$ cat src/rtl/spi_tx_arbiter.sv
// Round-robin arbiter sharing one SPI serializer among NUM_REQ requesters, with per-device CS routing.
// Optional stall watchdog enabled by defining SPI_ARB_TIMEOUT_EN.

module spi_arb_cs_lane (
    input  logic sel_i,
    input  logic busy_i,
    input  logic ser_cs_i,
    output logic cs_n_o
);
    assign cs_n_o = (busy_i && sel_i) ? ser_cs_i : 1'b1;
endmodule

module spi_tx_arbiter #(
    parameter int NUM_REQ        = 4,
    parameter int DATA_SIZE      = 32,
    parameter int TIMEOUT_CYCLES = 1024
) (
    input  logic                         i_Clock,
    input  logic                         i_Reset_n,
    input  logic [NUM_REQ-1:0]           i_Req_Valid,
    input  logic [NUM_REQ*DATA_SIZE-1:0] i_Req_Data,
    output logic [NUM_REQ-1:0]           o_Req_Ack,
    output logic [DATA_SIZE-1:0]         o_Ser_Data,
    output logic                         o_Ser_Data_Ready,
    input  logic                         i_Ser_Ready,
    input  logic                         i_Ser_CS,
    output logic [NUM_REQ-1:0]           o_Dev_CS_n,
    output logic [$clog2(NUM_REQ)-1:0]   o_Grant_Id,
    output logic                         o_Busy,
    output logic                         o_Done,
    output logic                         o_Error
);
    localparam int IDW = $clog2(NUM_REQ);

    typedef enum logic [1:0] {
        IDLE   = 2'd0,
        LAUNCH = 2'd1,
        ACTIVE = 2'd2
    } state_t;

    state_t               state_q, state_d;
    logic [IDW-1:0]       last_q, last_d;
    logic [IDW-1:0]       grant_q, grant_d;
    logic [DATA_SIZE-1:0] data_q, data_d;
    logic [NUM_REQ-1:0]   ack_q, ack_d;
    logic                 dready_q, dready_d;
    logic                 done_q, done_d;

    logic [IDW-1:0]       win;
    logic                 win_vld;
    logic [DATA_SIZE-1:0] win_data;
    logic                 tmo;

`ifdef SPI_ARB_TIMEOUT_EN
    localparam int TW = $clog2(TIMEOUT_CYCLES + 1);
    logic [TW-1:0] tmr_q, tmr_d;
    logic          err_q, err_d;
    // Abort on the edge that would make the count reach the limit.
    assign tmo = (tmr_q == TW'(TIMEOUT_CYCLES - 1));
`else
    assign tmo = 1'b0;
`endif

    // Rotating priority: offset 1 from the last grant wins, so scan far-to-near and keep the last hit.
    always_comb begin
        win     = '0;
        win_vld = 1'b0;
        for (int i = NUM_REQ - 1; i >= 0; i--) begin
            if (i_Req_Valid[last_q + IDW'(i + 1)]) begin
                win     = last_q + IDW'(i + 1);
                win_vld = 1'b1;
            end
        end
    end

    always_comb begin
        win_data = '0;
        for (int k = 0; k < NUM_REQ; k++) begin
            if (win == IDW'(k)) win_data = i_Req_Data[k*DATA_SIZE +: DATA_SIZE];
        end
    end

    always_comb begin
        state_d  = state_q;
        last_d   = last_q;
        grant_d  = grant_q;
        data_d   = data_q;
        ack_d    = '0;
        dready_d = dready_q;
        done_d   = 1'b0;
`ifdef SPI_ARB_TIMEOUT_EN
        err_d    = 1'b0;
        tmr_d    = (state_q != IDLE) ? tmr_q + TW'(1) : tmr_q;
`endif
        case (state_q)
            IDLE: begin
                if (win_vld && i_Ser_Ready) begin
                    state_d    = LAUNCH;
                    data_d     = win_data;
                    ack_d[win] = 1'b1;
                    grant_d    = win;
                    last_d     = win;
                    dready_d   = 1'b1;
`ifdef SPI_ARB_TIMEOUT_EN
                    tmr_d      = '0;
`endif
                end
            end
            LAUNCH: begin
                if (!i_Ser_Ready) begin
                    dready_d = 1'b0;
                    state_d  = ACTIVE;
                end else if (tmo) begin
                    dready_d = 1'b0;
                    state_d  = IDLE;
`ifdef SPI_ARB_TIMEOUT_EN
                    err_d    = 1'b1;
`endif
                end
            end
            ACTIVE: begin
                if (i_Ser_Ready) begin
                    done_d  = 1'b1;
                    state_d = IDLE;
                end else if (tmo) begin
                    dready_d = 1'b0;
                    state_d  = IDLE;
`ifdef SPI_ARB_TIMEOUT_EN
                    err_d    = 1'b1;
`endif
                end
            end
            default: begin
                state_d  = IDLE;
                dready_d = 1'b0;
            end
        endcase
    end

    always_ff @(posedge i_Clock or negedge i_Reset_n) begin
        if (!i_Reset_n) begin
            state_q  <= IDLE;
            last_q   <= IDW'(NUM_REQ - 1);
            grant_q  <= '0;
            data_q   <= '0;
            ack_q    <= '0;
            dready_q <= 1'b0;
            done_q   <= 1'b0;
        end else begin
            state_q  <= state_d;
            last_q   <= last_d;
            grant_q  <= grant_d;
            data_q   <= data_d;
            ack_q    <= ack_d;
            dready_q <= dready_d;
            done_q   <= done_d;
        end
    end

`ifdef SPI_ARB_TIMEOUT_EN
    always_ff @(posedge i_Clock or negedge i_Reset_n) begin
        if (!i_Reset_n) begin
            tmr_q <= '0;
            err_q <= 1'b0;
        end else begin
            tmr_q <= tmr_d;
            err_q <= err_d;
        end
    end
    assign o_Error = err_q;
`else
    assign o_Error = 1'b0;
`endif

    for (genvar k = 0; k < NUM_REQ; k++) begin : g_cs
        spi_arb_cs_lane u_lane (
            .sel_i    (grant_q == IDW'(k)),
            .busy_i   (state_q != IDLE),
            .ser_cs_i (i_Ser_CS),
            .cs_n_o   (o_Dev_CS_n[k])
        );
    end

    assign o_Req_Ack        = ack_q;
    assign o_Ser_Data       = data_q;
    assign o_Ser_Data_Ready = dready_q;
    assign o_Grant_Id       = grant_q;
    assign o_Busy           = (state_q != IDLE);
    assign o_Done           = done_q;

endmodule

$ cat config.mk
export PLATFORM = sky130hd
export DESIGN_NAME = spi_tx_arbiter
export DESIGN_NICKNAME = d
export VERILOG_FILES = /design/src/rtl/spi_tx_arbiter.sv
export SDC_FILE = /design/constraint.sdc
export NUM_CORES = 1
export LEC_CHECK = 0
export CORE_MARGIN = 5
export CORE_UTILIZATION = 38
export DETAILED_ROUTE_END_ITERATION = 10
export PLACE_DENSITY = 0.82
export SYNTH_ARGS = -nofsm -noshare
export SYNTH_HDL_FRONTEND = slang
export SYNTH_SLANG_ARGS = --single-unit
$ cat constraint.sdc
create_clock -name i_Clock -period 2.1 [get_ports i_Clock]
set_clock_uncertainty 0.05 [all_clocks]
set_input_delay 0.42 -clock i_Clock [delete_from_list [all_inputs] [get_ports i_Clock]]
set_output_delay 0.42 -clock i_Clock [all_outputs]
set_load 0.01 [all_outputs]
==> results.md <==
* Routed wl met2 at 4.60 mm
* Clk slew on worst S/H paths at 0.08 ns
* Antenna violations before repair at 0
* Non-Filler Instances at 559
* Layout area overhead at 75.5%
* Pre-antenna DRT Iters at 4
* Gpl congestion at 0.839
* Cells after DPL at 546
* Syn Nets at 405
* Time the worst path needs with I/O delays and setup at 2.09 ns
* Sequential share of the synthesized area at 0.375
* Setup TNS at 0 ns
* Crit path cell chain: clkdlybuf4s50_1, o21a_1, a211oi_4, buf_4, clkbuf_16, clkbuf_16, mux2i_1, mux2_2, o21ai_2
* DR vias/cell at 4.86
* Max Freq at 478 MHz
* Top routing layer in use: met4
* Pwr Total at 5.60 mW
* Synth Register Bits at 44
* Kind of critical path: input pin to flip-flop
* Die Span X at 98.0 µm
* Ys async rst share at 1.00
* Core box area at 7650 µm²
* CP dominant cell by count: clkbuf_16
* Dominant synthesized flop cell: dfrtp_1
* Slowest cell on crit path: clkdlybuf4s50_1
* Avg Inst Size Synth at 10.9 µm²
* Leakage at 2.28 nW
* CTS tree: yes
* Core Util, Final at 0.675
* Clock buffer depth at 2
* Starting DRT DRC Count at 29
* DP Wirelength at 7.04 mm
* Wire length on met3 at 709 µm
* Vias at 2718
* Num CTS Buffers at 5
* WP data required at 2.23 ns
* Worst-skew pair later-pin latency at 0.29 ns
* First-pass GRT wire length at 13.8 mm
* IO Port Bufs at 180
* Pwr per Cell Area at 1090 nW/µm²
* Status: complete, no violations
* CTS root buffer: clkbuf_8
* DRT Wirelength at 8.84 mm
* Number of diodes at 0
* Peak supply drop at 0.000534 V
* Max-Cap Viols at 0
* Vias in the first global route at 2915
* Worst hold slack at 0.0137 ns
* Cells after Synth at 269
* Row Count at 32
* Syn Std Cell Area at 2940 µm²
* Count of final max-slew check failures at 0
* WL/cell at 15.8 µm
* Ys Warns at 0
* # DRC at 0
* Post-synth top area share at 0.357
* # hold bufs at CTS at 0
* CP max stage delay at 0.43 ns
* Post-layout net count at 592
* Post-synth EDFFs at 0
* Initial core utilization at 0.385
* CP Capture Type: flip-flop
* H-Tree Depth at 2
* Largest net degree at the start of global routing at 35
* Most instantiated library cell after synthesis: mux2i_1
* Chip Height at 98.0 µm
* Post-route ant nets at 0
* Final Hold Fails at 0
* WL met1 at 3.35 mm
* GRT Total Usage at 0.174
* Crit Path Max Fanout at 6
* Die ar. at 9600 µm²
* RSZ-0062 raised after global routing: yes
* Netlist cell types at 35
* GRT overflow at 0
* Post-synth top cells: mux2i_1, dfrtp_1, mux2_2
* CTS sink cnt at 44
* Synth top area cells: dfrtp_1, mux2i_1, mux2_2, o21ai_2, nand2_1
* Final setup fails at 0
* Period utilisation layout at 0.996
* Critical path startpoint category: input pin
* Area leader, netlist: dfrtp_1
* Worst EP arrival at 2.22 ns
* Io pins at 182
* Share of layout cells above drive strength 1 at 0.217
* Min-delay worst type: input pin to asynchronous set/reset pin
-- worst max-delay path: cells and delay by family --
kind,cells,cell delay (ns)
muxes,2,0.40
AOI/OAI and AO/OA,3,0.50
buffers and inverters,4,0.90
-- sequential cells by signal, summed over array words and instances (netlist names) --
register	count
o_Ser_Data	32
o_Req_Ack	4
last_q	2
o_Grant_Id	2
state_q	2
o_Done	1
o_Ser_Data_Ready	1
-- layout make-up --
| type | count | area (µm²) |
|---|---|---|
| fillers | 626 | 2480 |
| repair buffers | 203 | 2160 |
| multi-input cells | 198 | 1660 |
| flip-flops and latches | 44 | 1100 |
| well taps | 102 | 128 |
| clock buffers | 8 | 90.1 |
| inverters | 4 | 15.0 |
-- placed cells by master, fill, tap and decap left out, types with 2 or more instances in the layout --
| master | instances |
|---|---|
| clkdlybuf4s50_1 | 175 |
| mux2i_1 | 61 |
| dfrtp_1 | 41 |
| nand2_1 | 33 |
| mux2_2 | 31 |
| o21ai_2 | 23 |
| buf_12 | 10 |
| o21ai_1 | 9 |
| buf_4 | 9 |
| clkbuf_8 | 6 |
| nor2_1 | 5 |
| nand2b_1 | 4 |
| inv_1 | 3 |
| nor3_1 | 3 |
| mux2i_2 | 3 |
| mux2_4 | 3 |
| clkbuf_16 | 3 |
| dlymetal6s2s_1 | 3 |
| a21oi_1 | 2 |
| nand3b_1 | 2 |
| a21o_1 | 2 |
| clkbuf_1 | 2 |
| dfstp_2 | 2 |
-- repair_timing --
item | in CTS | in global routing
setup buffers | 0 | 2
pin swaps | 1 | 3
setup endpoints to repair | 12 | 32
gates cloned | 0 | 3
gates resized for setup | 4 | 14
-- through the flow --
stage / cell area [µm²] / worst slack [ns]
after floorplan: 2940 / 0.223
after global placement: 4930 / -0.241
after global routing: 5160 / -0.0491
final: 5160 / 0.00871
after detailed placement: 4930 / -0.317
after CTS: 5030 / 0.0117
-- power by group --
part	switching, mW	total [mW]	internal (mW)
Clock	0.275	0.544	0.269
Combinational	1.43	3.58	2.15
Sequential	0.242	1.48	1.24
-- final timing paths --
path,startpoint,to,slack [ns],cells after the start
max in group asynchronous,i_Reset_n,last_q[1]$_DFFE_PN1P_,1.41,2
max,i_Req_Valid[0],o_Ser_Data[16]$_DFFE_PN0P_,0.009,9
min reg2reg,o_Ser_Data[21]$_DFFE_PN0P_,o_Ser_Data[21]$_DFFE_PN0P_,0.43,2
min,i_Reset_n,o_Ser_Data[28]$_DFFE_PN0P_,0.01,1
max reg2reg,last_q[0]$_DFFE_PN1P_,o_Ser_Data[19]$_DFFE_PN0P_,0.15,6
min in group i_Clock,o_Ser_Data[21]$_DFFE_PN0P_,o_Ser_Data[21]$_DFFE_PN0P_,0.43,2
-- logic make-up after synthesis --
group,synth area share
DFF,0.375
other,0.00127
AOI/OAI and AO/OA,0.111
buffers and inverters,0.0761
muxes,0.348
xor gates and xnor gates,0.00298
and+or+nand+nor,0.0851
-- per-layer routing --
metal,track usage,vias to the layer above
met5,0,-
met4,0.0469,0
met3,0.0521,15
met2,0.323,116
met1,0.192,1265
li1,-,1322
Note: power is estimated with default switching activity, not from simulation.
==> RTL change 1: new RTL, same flow settings <==
Change the parameter `DATA_SIZE` from 32 to 16.
--- a/src/rtl/spi_tx_arbiter.sv
+++ b/src/rtl/spi_tx_arbiter.sv
@@ -12,7 +12,7 @@
 
 module spi_tx_arbiter #(
     parameter int NUM_REQ        = 4,
-    parameter int DATA_SIZE      = 32,
+    parameter int DATA_SIZE      = 16,
     parameter int TIMEOUT_CYCLES = 1024
 ) (
     input  logic                         i_Clock,
Ports: changed (resized i_Req_Data and o_Ser_Data); port bits go from 182 to 102. The function was not compared with the original's and may differ.
==> RTL change 1 against the unedited design <==
Count of clock-buffer cells in the layout down 5; power down 45%; sequential cell count down 16; area after synthesis down 40%; first-iteration DRC count up 48%; setup slack better by 0.093 ns; sequential share of layout area up 2.6 points; clock power down 22%; routed wire length down 48%; design area down 43%; largest power group unchanged.
==> RTL change 1: results (changes against the unedited design) <==
----------------------------------------------------
[Status]
  Status ... finished clean (unchanged)

[GRT]
  GRT Total Usage ... 14.6% (was 17.4%)
  Global-route wire length before repair ... 7.34 mm (was 13.8 mm)
  Number of global-route vias before repair ... 1609 (was 2915)
  Maximum number of pins on one net before global-route repair ... 29 (was 35)

[Layout]
  Number of standard cells in the final layout excluding fillers ... 322 (was 559)
  Fill count ... 370 (was 626)
  Final net count ... 343 (was 592)
  Share of layout cells above drive strength 1 ... 17.4% (was 21.7%)

[CTS]
  Worst-Skew Late Latency ... 0.27 ns (was 0.29 ns)
  Post-CTS setup-driven buffer insertion count ... 0 (unchanged)
  Deepest level of the CTS H-tree ... 1 (was 2)

[Logic synthesis]
  Xor-xnor portion of the synthesized cell area ... 0.500% (was 0.298%)
  Most used standard cells in the synthesized netlist ... mux2i_1 (32), dfrtp_1 (26), nand2_1 (19) (was mux2i_1 (64), dfrtp_1 (42), mux2_2 (34))
  Cell types with the largest area share after synthesis ... dfrtp_1 (37%), mux2i_1 (18%), mux2_2 (10%) (was dfrtp_1 (36%), mux2i_1 (22%), mux2_2 (13%))
  Share of synthesized area occupied by flip-flops and latches ... 40.1% (was 37.5%)
  Synthesized netlist net count ... 241 (was 405)
  Synth unique cells ... 32 (was 35)
  Share of the synthesized area in compound gates (AO/OA/AOI/OAI) ... 11.1% (about the same)
  Main synth FF type ... dfrtp_1 (unchanged)

[Detailed routing]
  Routed vias/inst ... 4.90 (was 4.86)
  Total length of routed wires ... 4.59 mm (was 8.84 mm)
  Number of design-rule violations left by the first detailed-router iteration ... 43 (was 29)

[Setup path]
  Setup slack on the worst flop-to-flop path ... 0.22 ns (was 0.15 ns)
  Arrival time of the worst setup path ... 2.11 ns (was 2.22 ns)
  Largest fanout of any net on the critical path ... 18 (was 6)

[Placed design]
  Placed wire-length estimate after detailed placement ... 3.62 mm (was 7.04 mm)
  # port buffers ... 100 (was 180)
  Count of placed standard cells including taps ... 318 (was 546)
  Global placer's final weighted congestion ... 0.780 (was 0.839)

[Timing]
  Worst hold-check slack ... 0.431 ns (was 0.0137 ns)

[Min path]
  Tightest Hold Check Type ... register to register (was input pin to asynchronous set/reset pin)

[Pwr]
  Max rail drop VDD ... 0.526 mV (was 0.534 mV)

----------------------------------------------------
RTL change 1: area by class of cell:
cell class / count / area, um^2 / area share, %
clock buffers: 3 / 41.3 / 1.41
clock inverters: 1 / 30.0 / 1.02
inverters: 6 / 22.5 / 0.769
multi-input cells: 120 / 930 / 31.7
flip-flops and latches: 28 / 703 / 24.0
well taps: 52 / 65.1 / 2.22
repair buffers: 112 / 1140 / 38.9
RTL change 1: final timing paths:
check / from / to / cells after the start
max: i_Req_Valid[1] / o_Ser_Data[4] / 7
min: o_Ser_Data[1] / o_Ser_Data[1] / 2
max reg2reg: last_q[0] / o_Ser_Data[3] / 6
min reg2reg: o_Ser_Data[1] / o_Ser_Data[1] / 2
max in group asynchronous: i_Reset_n / last_q[0] / 2
min in group asynchronous: i_Reset_n / o_Ser_Data_Ready / 2
RTL change 1: routing by layer:
layer | vias to the layer above | share of wire [%] | GRT usage [%]
met4 | 0 | 0.85 | 3.55
met3 | 4 | 9.1 | 5.21
met2 | 56 | 51 | 25.7
met1 | 734 | 39 | 17.0
li1 | 783 | - | -
met5 | - | 0 | 0
RTL change 1: worst max-delay path: stages:
cell	delay [ns]
clkdlybuf4s50_1	0.45
o21a_1	0.22
a211oi_4	0.35
buf_12	0.22
mux2i_1	0.21
mux2_2	0.18
o21ai_2	0.05
RTL change 1: cell families after synthesis:
group,after synthesis
other,1
AND/OR/NAND/NOR,42
buffers and inverters,21
XOR/XNOR,1
multiplexers,48
flip-flops,28
AO/OA/AOI/OAI,28
RTL change 1: power breakdown:
part / switching (mW) / total, mW / internal (mW)
logic: 0.724 / 1.75 / 1.02
clock network: 0.169 / 0.424 / 0.255
registers: 0.143 / 0.908 / 0.765
total: 1.04 / 3.08 / 2.04
RTL change 1: timing repair:
item / 4_1_cts / 5_1_grt
endpoints found under the setup margin: 4 / 4
pin swaps: 0 / 1
resized for setup: 1 / 7
RTL change 1: stage by stage:
step	TNS, ns	worst slack, ns	instance area, um^2
after detailed placement	-2.88	-0.187	2830
final	0	0.102	2930
after CTS	-0.0306	-0.0159	2910
after floorplan	0	0.356	1750
after global placement	-2.26	-0.157	2830
after global routing	0	0.00782	2930
==> RTL change 2: new RTL, same flow settings <==
Without the edit above. Take the reset off `data_q` and load it in a clocked block of its own.
--- a/src/rtl/spi_tx_arbiter.sv
+++ b/src/rtl/spi_tx_arbiter.sv
@@ -142,7 +142,6 @@
             state_q  <= IDLE;
             last_q   <= IDW'(NUM_REQ - 1);
             grant_q  <= '0;
-            data_q   <= '0;
             ack_q    <= '0;
             dready_q <= 1'b0;
             done_q   <= 1'b0;
@@ -150,11 +149,14 @@
             state_q  <= state_d;
             last_q   <= last_d;
             grant_q  <= grant_d;
-            data_q   <= data_d;
             ack_q    <= ack_d;
             dready_q <= dready_d;
             done_q   <= done_d;
         end
+    end
+
+    always_ff @(posedge i_Clock) begin
+        data_q <= data_d;
     end
 
 `ifdef SPI_ARB_TIMEOUT_EN
Formal check against the unedited RTL: not equivalent (Yosys sat finds a counterexample within 4 cycles, from zero or initial values and one cycle with i_Reset_n low).
==> RTL change 2 against the unedited design <==
Fmax decreased by 0.26%; power down 0.34%; design area increased by 20%; sequential cell count stayed put; setup slack worse by 0.0055 ns; synthesized cell count up 64%; critical path type is now register to register; routed wire length increased by 62%; register-to-register slack lost 0.15 ns; global-route usage up 6.0 points; area after synthesis rose by 24%.
==> RTL change 2: results (changes against the unedited design) <==
----------------------------------------------------
[Status]
  Status ... finished clean (unchanged)

[Logic synthesis]
  Share of the synthesized area in compound gates (AO/OA/AOI/OAI) ... 45.2% (was 11.1%)
  Synthesized netlist net count ... 578 (was 405)
  Share of synthesized area occupied by flip-flops and latches ... 34.6% (was 37.5%)
  Synthesized area per cell ... 8.27 um^2 (was 10.9 um^2)
  Post-synthesis cell type with the largest combined area ... edfxtp_1 (was dfrtp_1)
  FFs w/ async S/R, synth ... 27.3% (was 100%)
  Synth unique cells ... 37 (was 35)
  Cell types with the largest area share after synthesis ... edfxtp_1 (26%), a211oi_1 (13%), o21ai_0 (8.8%) (was dfrtp_1 (36%), mux2i_1 (22%), mux2_2 (13%))

[Placed design]
  Placed standard-cell area ... 5880 um^2 (was 4930 um^2)
  Count of placed standard cells including taps ... 734 (was 546)
  Placed wire-length estimate after detailed placement ... 10.7 mm (was 7.04 mm)
  Worst setup slack before clock tree synthesis ... -0.491 ns (was -0.317 ns)

[Layout]
  Fill count ... 717 (was 626)
  Final net count ... 750 (was 592)
  Layout clock buffer count ... 6 (was 8)
  Combined area of the multi-input logic cells ... 2070 um^2 (was 1660 um^2)
  Clock buffer and inverter area fraction after layout ... 1.75% (was 1.74%)
  Share of layout cells above drive strength 1 ... 16.7% (was 21.7%)
  Invs w/o clock ... 67 (was 4)
  Non-clock buffer count in the final layout ... 230 (was 203)
  Diodes inserted ... 1 (was 0)

[Pwr]
  Areal power density over the cells ... 899 nW/um^2 (was 1090 nW/um^2)
  Leakage component of the power ... 2.34 nW (was 2.28 nW)
  Max rail drop VDD ... 0.470 mV (was 0.534 mV)

[GRT]
  Initial antenna violation count ... 1 (was 0)
  Number of global-route vias before repair ... 4383 (was 2915)
  Global-route wire length before repair ... 22.1 mm (was 13.8 mm)
  Met1 capacity usage during global routing ... 28.7% (was 19.2%)

[Setup path]
  Worst reg2reg path endpoint ... o_Ser_Data[29] (was o_Ser_Data[19])
  Setup slack on the worst flop-to-flop path ... 0.003 ns (was 0.15 ns)
  Class of the most critical setup path ... register to register (was input pin to register)
  Path depth of the worst reg2reg path ... 4 (was 6)
  Worst r2r src ... last_q[1] (was last_q[0])

[Detailed routing]
  Total length of routed wires ... 14.3 mm (was 8.84 mm)
  Routed wirelength normalized by instance count ... 19.2 um (was 15.8 um)
  Met2 wire length ... 7.15 mm (was 4.60 mm)
  Number of design-rule violations left by the first detailed-router iteration ... 365 (was 29)
  Met1 WL ... 5.54 mm (was 3.35 mm)

[CTS]
  Resize count post-CTS ... 19 (was 4)

----------------------------------------------------
RTL change 2: changes by cell type after synthesis, moves of 32 or more:
| cell | unedited run | this run |
|---|---|---|
| a211oi_1 | 0 | 62 |
| clkbuf_1 | 5 | 57 |
| dfrtp_1 | 42 | 10 |
| edfxtp_1 | 0 | 32 |
| inv_1 | 3 | 66 |
| mux2_2 | 34 | 0 |
| mux2i_1 | 64 | 0 |
| o21ai_0 | 1 | 64 |
RTL change 2: power by group:
part           leakage, nW  switching [mW]  internal [mW]
clock               0.0573           0.338          0.313
combinational         1.84            1.84           1.73
sequential           0.447           0.101           1.26
total                 2.34            2.28           3.30
RTL change 2: worst max-delay path, delay by kind of cell (launching register included):
family	cells	cell delay, ns
multiplexers	2	0.80
flip-flops	1	0.58
AO/OA/AOI/OAI	1	0.25
AND/OR/NAND/NOR	1	0.15
